<file path="src/rtl/cim_pkg.sv">
// cim_pkg: shared FSM encoding and width helpers for the bit-serial CIM MAC column.
package cim_pkg;

    // Controller states of the bit-serial MAC column.
    typedef enum logic [1:0] {
        ST_IDLE  = 2'd0,
        ST_RUN   = 2'd1,
        ST_DRAIN = 2'd2
    } cim_state_t;

    // Width of a $clog2-sized index, never narrower than one bit.
    function automatic int clog2_min1(input int v);
        return (v <= 1) ? 1 : $clog2(v);
    endfunction

    // Width of one reduced bit-plane: a weight plus the growth from summing ROWS terms.
    function automatic int ps_width(input int rows, input int weight_w);
        return weight_w + $clog2(rows + 1);
    endfunction

    // Width of the accumulated column result.
    function automatic int acc_width(input int rows, input int weight_w, input int input_w);
        return weight_w + input_w + $clog2(rows);
    endfunction

endpackage

</file>
<file path="src/rtl/cim_plane_sum.sv">
// cim_plane_sum: combinational reduction of one input bit-plane against the
// per-row weights. Each row contributes its weight when its input bit is set.
// With CIM_MAC_SIGNED_EN defined the weight MSB carries negative significance
// (two's-complement weights); otherwise weights are unsigned.
module cim_plane_sum
    import cim_pkg::*;
#(
    parameter int ROWS     = 16,
    parameter int WEIGHT_W = 4,
    localparam int PS_W    = ps_width(ROWS, WEIGHT_W)
) (
    input  logic [ROWS*WEIGHT_W-1:0] w,
    input  logic [ROWS-1:0]          rwlb,
    output logic [PS_W-1:0]          ps
);

    // Sum of (weight bit AND row input bit) << k over all rows and weight bits.
    always_comb begin
        ps = '0;
        for (int r = 0; r < ROWS; r++) begin
            for (int k = 0; k < WEIGHT_W; k++) begin
                if (w[r*WEIGHT_W + k] & rwlb[r]) begin
`ifdef CIM_MAC_SIGNED_EN
                    // MSB of a two's-complement weight is worth -2^k.
                    if (k == WEIGHT_W - 1) begin
                        ps = ps - (PS_W'(1) << k);
                    end else begin
                        ps = ps + (PS_W'(1) << k);
                    end
`else
                    ps = ps + (PS_W'(1) << k);
`endif
                end
            end
        end
    end

endmodule

</file>
<file path="src/rtl/cim_bitserial_mac.sv">
// cim_bitserial_mac: bit-serial multiply-accumulate column. Weights are latched
// on start; input bit-planes arrive LSB first, each is reduced across rows by
// cim_plane_sum, registered, then shift-accumulated one cycle later.
// Optional feature macro: CIM_MAC_SIGNED_EN (two's-complement weights/inputs;
// the final plane is subtracted). Undefined: all operands unsigned.
//
// Handshake: start is taken on an edge where ready=1 (IDLE) and is ignored
// otherwise; wb is sampled on that same edge. In RUN, every edge with
// plane_valid=1 consumes one bit-plane from rwlb (there is no back-pressure,
// the block always accepts while in RUN); plane_valid is ignored in IDLE and
// DRAIN. done pulses for one cycle with result valid, and result holds until
// the next done.
module cim_bitserial_mac
    import cim_pkg::*;
#(
    parameter int ROWS     = 16,
    parameter int WEIGHT_W = 4,
    parameter int INPUT_W  = 4,
    localparam int ACC_W   = acc_width(ROWS, WEIGHT_W, INPUT_W)
) (
    input  logic                     clk,
    input  logic                     rst,
    input  logic                     start,
    input  logic [ROWS*WEIGHT_W-1:0] wb,
    input  logic                     plane_valid,
    input  logic [ROWS-1:0]          rwlb,
    output logic                     ready,
    output logic                     busy,
    output logic                     done,
    output logic [ACC_W-1:0]         result,
    output cim_state_t               state_dbg
);

    localparam int PS_W  = ps_width(ROWS, WEIGHT_W);
    localparam int IDX_W = clog2_min1(INPUT_W);
    localparam logic [IDX_W-1:0] LAST_IDX = IDX_W'(INPUT_W - 1);

    cim_state_t state_q, state_d;

    logic [ROWS*WEIGHT_W-1:0] w_q;
    logic [IDX_W-1:0]         idx_q;
    logic [PS_W-1:0]          ps_comb;
    logic [PS_W-1:0]          ps_q;
    logic [IDX_W-1:0]         sh_q;
    logic                     ps_v;
    logic [ACC_W-1:0]         acc_q;
    logic [ACC_W-1:0]         acc_sum;
    logic [ACC_W-1:0]         ps_ext;
    logic [ACC_W-1:0]         ps_shift;
    logic [ACC_W-1:0]         result_q;
    logic                     done_q;
    logic                     accept_start;
    logic                     accept_plane;

    assign accept_start = (state_q == ST_IDLE) && start;
    assign accept_plane = (state_q == ST_RUN) && plane_valid;

    cim_plane_sum #(
        .ROWS     (ROWS),
        .WEIGHT_W (WEIGHT_W)
    ) u_plane_sum (
        .w    (w_q),
        .rwlb (rwlb),
        .ps   (ps_comb)
    );

    // FSM state register.
    always_ff @(posedge clk or posedge rst) begin
        if (rst) begin
            state_q <= ST_IDLE;
        end else begin
            state_q <= state_d;
        end
    end

    // Next state: IDLE -> RUN on start, RUN -> DRAIN after the last plane, DRAIN -> IDLE.
    always_comb begin
        state_d = state_q;
        case (state_q)
            ST_IDLE:  if (start) state_d = ST_RUN;
            ST_RUN:   if (plane_valid && (idx_q == LAST_IDX)) state_d = ST_DRAIN;
            ST_DRAIN: state_d = ST_IDLE;
            default:  state_d = ST_IDLE;
        endcase
    end

    // Weight latch and plane index.
    always_ff @(posedge clk or posedge rst) begin
        if (rst) begin
            w_q   <= '0;
            idx_q <= '0;
        end else if (accept_start) begin
            w_q   <= wb;
            idx_q <= '0;
        end else if (accept_plane) begin
            idx_q <= (idx_q == LAST_IDX) ? '0 : idx_q + IDX_W'(1);
        end
    end

    // Plane stage: register the reduced plane together with its bit position.
    always_ff @(posedge clk or posedge rst) begin
        if (rst) begin
            ps_q <= '0;
            sh_q <= '0;
            ps_v <= 1'b0;
        end else begin
            ps_v <= accept_plane;
            if (accept_plane) begin
                ps_q <= ps_comb;
                sh_q <= idx_q;
            end
        end
    end

    // Extend the registered plane to the result width, weight it by 2^sh_q and fold into acc.
    always_comb begin
`ifdef CIM_MAC_SIGNED_EN
        ps_ext   = ACC_W'($signed(ps_q));
        ps_shift = ps_ext << sh_q;
        // The input MSB plane has weight -2^(INPUT_W-1).
        if (sh_q == LAST_IDX) begin
            acc_sum = acc_q - ps_shift;
        end else begin
            acc_sum = acc_q + ps_shift;
        end
`else
        ps_ext   = ACC_W'(ps_q);
        ps_shift = ps_ext << sh_q;
        acc_sum  = acc_q + ps_shift;
`endif
    end

    // Accumulator: cleared on start, updated whenever a registered plane is pending.
    always_ff @(posedge clk or posedge rst) begin
        if (rst) begin
            acc_q <= '0;
        end else if (accept_start) begin
            acc_q <= '0;
        end else if (ps_v) begin
            acc_q <= acc_sum;
        end
    end

    // Result capture in DRAIN, which always holds the final plane; done pulses one cycle.
    always_ff @(posedge clk or posedge rst) begin
        if (rst) begin
            result_q <= '0;
            done_q   <= 1'b0;
        end else begin
            done_q <= (state_q == ST_DRAIN);
            if (state_q == ST_DRAIN) begin
                result_q <= acc_sum;
            end
        end
    end

    assign ready     = (state_q == ST_IDLE);
    assign busy      = (state_q == ST_RUN) || (state_q == ST_DRAIN);
    assign done      = done_q;
    assign result    = result_q;
    assign state_dbg = state_q;

endmodule

</file>
<file path="config.mk">
export PLATFORM = sky130hd
export DESIGN_NAME = cim_bitserial_mac
export DESIGN_NICKNAME = d
export VERILOG_FILES = /design/src/rtl/cim_pkg.sv /design/src/rtl/cim_plane_sum.sv /design/src/rtl/cim_bitserial_mac.sv
export SDC_FILE = /design/constraint.sdc
export NUM_CORES = 1
export LEC_CHECK = 0
export ABC_CLOCK_PERIOD_IN_PS = 22600
export CAP_MARGIN = 20
export CORE_ASPECT_RATIO = 1.2
export CORE_MARGIN = 2
export CORE_UTILIZATION = 55
export CTS_BUF_LIST = sky130_fd_sc_hd__clkbuf_4 sky130_fd_sc_hd__clkbuf_8 sky130_fd_sc_hd__clkbuf_16
export CTS_CLUSTER_DIAMETER = 150
export DETAILED_ROUTE_END_ITERATION = 10
export MAX_ROUTING_LAYER = met4
export PLACE_DENSITY = 0.77
export SLEW_MARGIN = 10
export SYNTH_ARGS = -nofsm -noshare
export SYNTH_HDL_FRONTEND = slang
export SYNTH_SLANG_ARGS = --single-unit
</file>
<file path="constraint.sdc">
create_clock -name clk -period 22.6 [get_ports clk]
set_clock_uncertainty 0.05 [all_clocks]
set_input_delay 2.26 -clock clk [delete_from_list [all_inputs] [get_ports clk]]
set_output_delay 2.26 -clock clk [all_outputs]
set_load 0.01 [all_outputs]
</file>
==> flow_summary.json, run 1 <==
{
  "crit_arrival_ns": 21.54,
  "cts_inserted_buffers": 9,
  "grt_max_degree": 67,
  "slew_viol_final": 0,
  "design.core.area_mm2": 0.0323,
  "end_kind": "register",
  "syn_area_mm2": 0.0180,
  "row_count": 72,
  "ant_nets": 0,
  "antenna_found_initial": 6,
  "max_slew_margin_pct": 38.9,
  "max_cap_viol_count": 0,
  "drt_wl_total_um": 48000,
  "slowest_stage": "xor3_2",
  "routedWlPerCell_um": 17.0,
  "yosysWarnings": 0,
  "cts_sinks": 105,
  "period_minus_slack_ns": 21.29,
  "final_cells": 2822,
  "status": "complete, no violations",
  "ys.flop_type": "dfrtp_1",
  "synthDistinctLibCells": 127,
  "die_w_um": 169,
  "n_fill_cell": 2799,
  "track_usage_pct": 28.2,
  "multi_input_comb_area_mm2": 0.0151,
  "fin_crit_sh_pct": 94.2,
  "tightest_slew_ns": 0.914,
  "cts.clk_slew.worst_paths_ns": 0.09,
  "synth-seq-area-share_pct": 14.6,
  "cts_tree": "yes",
  "cts_hold_repair.buffers": 0,
  "io_buffer_count": 100,
  "min_path_type": "reg -> reg",
  "final_cell_mix": "nand2_1, xnor2_1, nor2_1, nand3_1, a21oi_1",
  "register_area_mm2": 0.00263,
  "syn-num-nets": 2474,
  "die_h_um": 202,
  "grt_first_pass_wirelength_um": 79400,
  "path_max_fanout": 13,
  "h-tree-depth": 3,
  "critPathLaunchType": "input port",
  "critPathBufInv": 14,
  "drcViolationCount": 0,
  "area_growth_pct": 13.4,
  "dp_hpwl_um": 37600,
  "cts_root_buf": "clkbuf_16",
  "path_class": "in -> reg",
  "gp_congestion": 0.947,
  "fin_util_pct": 63.4,
  "finalHoldViolCount": 0,
  "synth-seq-cells": 105,
  "cp_top_family": "simple AND/OR/NAND/NOR gates",
  "slowest_delay_ns": 0.52,
  "route.vias.total": 17500,
  "clk_latency_ns": 0.39,
  "dieArea_mm2": 0.0343,
  "grt_pass1_vias": 17000,
  "final_common_cell": "nand2_1",
  "dp_cells": 2771,
  "fmax_mhz": 47.0,
  "synth_area_per_cell_um2": 7.80,
  "crit_required_ns": 22.84,
  "initial_core_util_pct": 55.9,
  "final_nets": 2563,
  "grt_overflow": 0,
  "drive_gt1_share_pct": 15.3,
  "setup_viol": 0,
  "drtPass1Iterations": 6,
  "cp_common_cell": "ha_1",
  "via_per_inst": 6.19,
  "drtIter0Drc": 1106,
  "ctsLongestPathBuffers": 2,
  "io_pins": 101,
  "syn_inst": 2314,
  "synth_edf_count": 0,
  "synthArstFlopShare_pct": 100
}
-- flip-flops by register name, indices dropped and copies added, names as in the netlist --
| signal | flops |
|---|---|
| acc_q | 12 |
| done | 1 |
| idx_q | 2 |
| ps_q | 9 |
| ps_v | 1 |
| result | 12 |
| sh_q | 2 |
| state_dbg | 2 |
| w_q | 64 |
-- worst reg2reg max path, delay by kind of cell, from the launching register on --
kind / cells / cell delay, ns
simple gates: 35 / 6.15
xor+xnor: 19 / 4.19
fa+ha+maj: 13 / 3.54
compound gates: 17 / 3.41
buf+inv: 13 / 1.48
flops: 1 / 0.59
mux: 2 / 0.44
-- timing repair --
action | CTS | global route
setup buffers | 2 | 26
endpoints found under the setup margin | 1 | 6
pin swaps | 1 | 28
gates resized for setup | 3 | 74
-- synth_stat cells, types with 75 or more instances --
cell type | instances | area [um^2]
inv_1 | 78 | 293
o21ai_0 | 83 | 415
nor3_1 | 88 | 440
a21oi_1 | 108 | 541
mux2_2 | 89 | 1000
nor2_1 | 173 | 649
xnor2_1 | 194 | 1700
nand3_1 | 129 | 646
dfrtp_1 | 105 | 2630
ha_1 | 75 | 938
nand2_1 | 244 | 916
xor2_1 | 79 | 692
-- metrics by stage --
stage	hold slack (ns)	setup WS, ns	setup TNS [ns]	area [um^2]
floorplan	0.415	0.0339	0	18100
global placement	0.447	0.156	0	19500
detailed placement	0.448	-0.341	-0.580	19500
CTS	0.474	0.0136	0	19900
global route	0.483	-0.0590	-0.0590	20500
finish	0.471	1.31	0	20500
-- layer usage --
layer	vias to the layer above	global-route usage, %	share of wire [%]
li1	8657	-	-
met1	8271	33.2	42
met2	458	49.9	50
met3	78	4.43	5.5
met4	0	7.66	2.1
met5	-	-	0
-- layout make-up --
class	instances	area share, %
inverters	86	1.62
flip-flops and latches	105	12.8
clock inverters	7	0.440
well taps	407	2.49
clock buffers	9	1.10
diodes	7	0.0856
repair buffers	173	7.64
multi-input cells	2028	73.8
-- worst paths after layout --
kind	from	slack, ns	end	cells past startpoint
hold / removal	result[6]	0.47	result[6]	1
min in group asynchronous	rst	2.28	result[10]	2
setup / recovery	rwlb[1]	1.31	ps_q[8]	100
hold reg to reg	result[6]	0.47	result[6]	1
max in group asynchronous	rst	19.05	w_q[34]	3
setup reg to reg	w_q[1]	2.67	ps_q[8]	99
-- kinds of logic after synthesis --
kind of cell | count (synthesis) | synth area share, %
adders and majority gates | 79 | 5.48
buffers and inverters | 181 | 3.95
and+or+nand+nor | 960 | 27.2
AOI/OAI and AO/OA | 510 | 20.1
muxes | 152 | 9.28
xor gates and xnor gates | 327 | 19.4
DFF | 105 | 14.6
Power of run 1 is left out: the tool's default activity adds up to more than one toggle a clock period on the data nets, which glitch-free logic cannot reach.
==> run 2: changes to the inputs <==
--- a/config.mk
+++ b/config.mk
@@ -14,8 +14,10 @@
 export CTS_CLUSTER_DIAMETER = 150
 export DETAILED_ROUTE_END_ITERATION = 10
 export MAX_ROUTING_LAYER = met4
-export PLACE_DENSITY = 0.77
+export PLACE_DENSITY = 0.8
+export RECOVER_POWER = 25
 export SLEW_MARGIN = 10
 export SYNTH_ARGS = -nofsm -noshare
 export SYNTH_HDL_FRONTEND = slang
 export SYNTH_SLANG_ARGS = --single-unit
+export TNS_END_PERCENT = 100
==> run 2 against run 1 <==
Effect of this change: die area stayed put; fmax is 1.9% lower; register-to-register slack worse by 0.14 ns; the run now ends with capacitance limit, slew limit left; core utilization increased by 0.33 points; first-iteration DRC count rose by 9.3%; final area grew 0.52%; global-route usage down 0.21 points; critical path depth is 1 lower; sequential share of layout area shrank 0.066 points; via count rose by 1.8%.
==> flow_summary.json, run 2 (synthesis gave the netlist of run 1 again) <==
{
  "fin_util_pct": 63.8,
  "grt_max_degree": 82,
  "setup_tns_ns": 0,
  "drtIter0Drc": 1209,
  "cts_sinks": 105,
  "min_path_type": "reg -> reg",
  "max_slew_margin_pct": -16.6,
  "worstRegToRegCells": 98,
  "design.core.area_mm2": 0.0323,
  "cts_inserted_buffers": 9,
  "initial_core_util_pct": 55.9,
  "gp_congestion": 0.949,
  "final_common_cell": "nand2_1",
  "area_growth_pct": 14.0,
  "cts_tree": "yes",
  "final_cell_area_mm2": 0.0206,
  "fin_crit_sh_pct": 96.0,
  "grt_pass1_vias": 16700,
  "violations": "capacitance limit, slew limit",
  "whs_ns": 0.456,
  "finalHoldViolCount": 0,
  "crit_required_ns": 22.79,
  "startpoint": "rwlb[0]",
  "die_h_um": 202,
  "io_pins": 101,
  "route.vias.total": 17800,
  "io_buffer_count": 100,
  "post_dp_cell_area_mm2": 0.0195,
  "dieArea_mm2": 0.0343,
  "ant_nets": 0,
  "cts.clk_slew.worst_paths_ns": 0.09,
  "critPathBufInv": 13,
  "tightest_slew_ns": 1.74,
  "largest_register_ffs": 64,
  "clk_latency_ns": 0.38,
  "use_met1_pct": 34.0,
  "slowest_stage": "or4_1",
  "drtPass1Iterations": 7,
  "slowest_delay_ns": 0.53,
  "fmax_mhz": 46.1,
  "h-tree-depth": 3,
  "r2r_end": "ps_q[7]",
  "top_register": "w_q",
  "ctsLongestPathBuffers": 2,
  "drcViolationCount": 0,
  "critPathLaunchType": "input port",
  "final_cell_mix": "nand2_1, xnor2_1, nor2_1, nand3_1, a21oi_1",
  "status": "finished, violations left",
  "row_count": 72,
  "drt_wl_total_um": 49000,
  "track_usage_pct": 28.0,
  "die_w_um": 169,
  "crit_arrival_ns": 21.90,
  "cp_top_family": "simple AND/OR/NAND/NOR gates",
  "setup_viol": 0,
  "cp_common_cell": "ha_1",
  "period_minus_slack_ns": 21.70,
  "path_max_fanout": 13,
  "drive_gt1_share_pct": 16.1,
  "crit_cells": 99,
  "max_cap_viol_count": 1,
  "reg2reg_from": "w_q[1]",
  "setup.worst_path.end": "ps_q[7]",
  "antenna_found_initial": 8,
  "slew_viol_final": 36,
  "final_nets": 2571,
  "r2r_setup_slack_ns": 2.53,
  "globalRouteMet3Util_pct": 5.91,
  "routedWlPerCell_um": 17.3,
  "end_kind": "register",
  "top_usage_layer": "met2",
  "grtUsageMet2_pct": 47.2,
  "via_per_inst": 6.28,
  "grt_first_pass_wirelength_um": 78800,
  "grt_overflow": 0,
  "dp_hpwl_um": 37400,
  "cts_root_buf": "clkbuf_16",
  "path_class": "in -> reg"
}
[run 2: cell types whose count changed in the layout (fill, tap and decap cells not counted), moves of 3 or more]
cell / change
nor3_1: -4
nor2_1: -3
nor3_2: +4
nor2_2: +4
buf_4: +8
dlygate4sd3_1: +10
xnor2_1: -4
clkdlybuf4s50_1: -9
[run 2: worst min path at each step]
stage	cells past startpoint	slack (ns)	start	endpoint
after floorplan	2	0.42	ps_q[6]	ps_q[6]
after global placement	1	0.44	w_q[20]	w_q[20]
after detailed placement	1	0.44	w_q[20]	w_q[20]
after CTS	1	0.46	w_q[20]	w_q[20]
after global routing	1	0.48	result[10]	result[10]
final	1	0.46	w_q[20]	w_q[20]
[run 2: cell type report]
type | count | area (um^2)
inverter | 86 | 330
clock inverter | 5 | 47.5
tap | 407 | 509
antenna | 8 | 20.0
timing repair buffer | 181 | 1630
multi-input combinational | 2028 | 15200
fill | 2748 | 11700
sequential | 105 | 2630
clock buffer | 10 | 239
[run 2: per-stage QoR]
stage	cells	setup WS [ns]
after floorplan	2314	0.0339
after global placement	2773	0.207
after detailed placement	2773	-0.517
after CTS	2792	0.0113
after global routing	2830	-0.379
final	2830	0.895
[run 2: metal layers]
layer	share of wire (%)	vias to the layer above
li1	-	8662
met1	42	8464
met3	6.5	88
met4	2.4	0
met2	49	562
met5	0	-
[run 2: what timing repair did]
| action | 4_1_cts | 5_1_grt |
|---|---|---|
| hold buffers | 0 | 0 |
| pin swaps | 3 | 26 |
| gates resized for setup | 6 | 85 |
| endpoints found under the setup margin | 2 | 6 |
| setup buffers | 4 | 30 |
Power of run 2 is left out for the same reason.
==> run 3: changes to the inputs <==
--- a/config.mk
+++ b/config.mk
@@ -12,6 +12,7 @@
 export CORE_UTILIZATION = 55
 export CTS_BUF_LIST = sky130_fd_sc_hd__clkbuf_4 sky130_fd_sc_hd__clkbuf_8 sky130_fd_sc_hd__clkbuf_16
 export CTS_CLUSTER_DIAMETER = 150
+export CTS_CLUSTER_SIZE = 24
 export DETAILED_ROUTE_END_ITERATION = 10
 export MAX_ROUTING_LAYER = met4
 export PLACE_DENSITY = 0.8
==> results of run 3 <==
Same layout as run 2: the final DEF is identical, and so are final timing and power.
Power of run 3 is left out for the same reason.
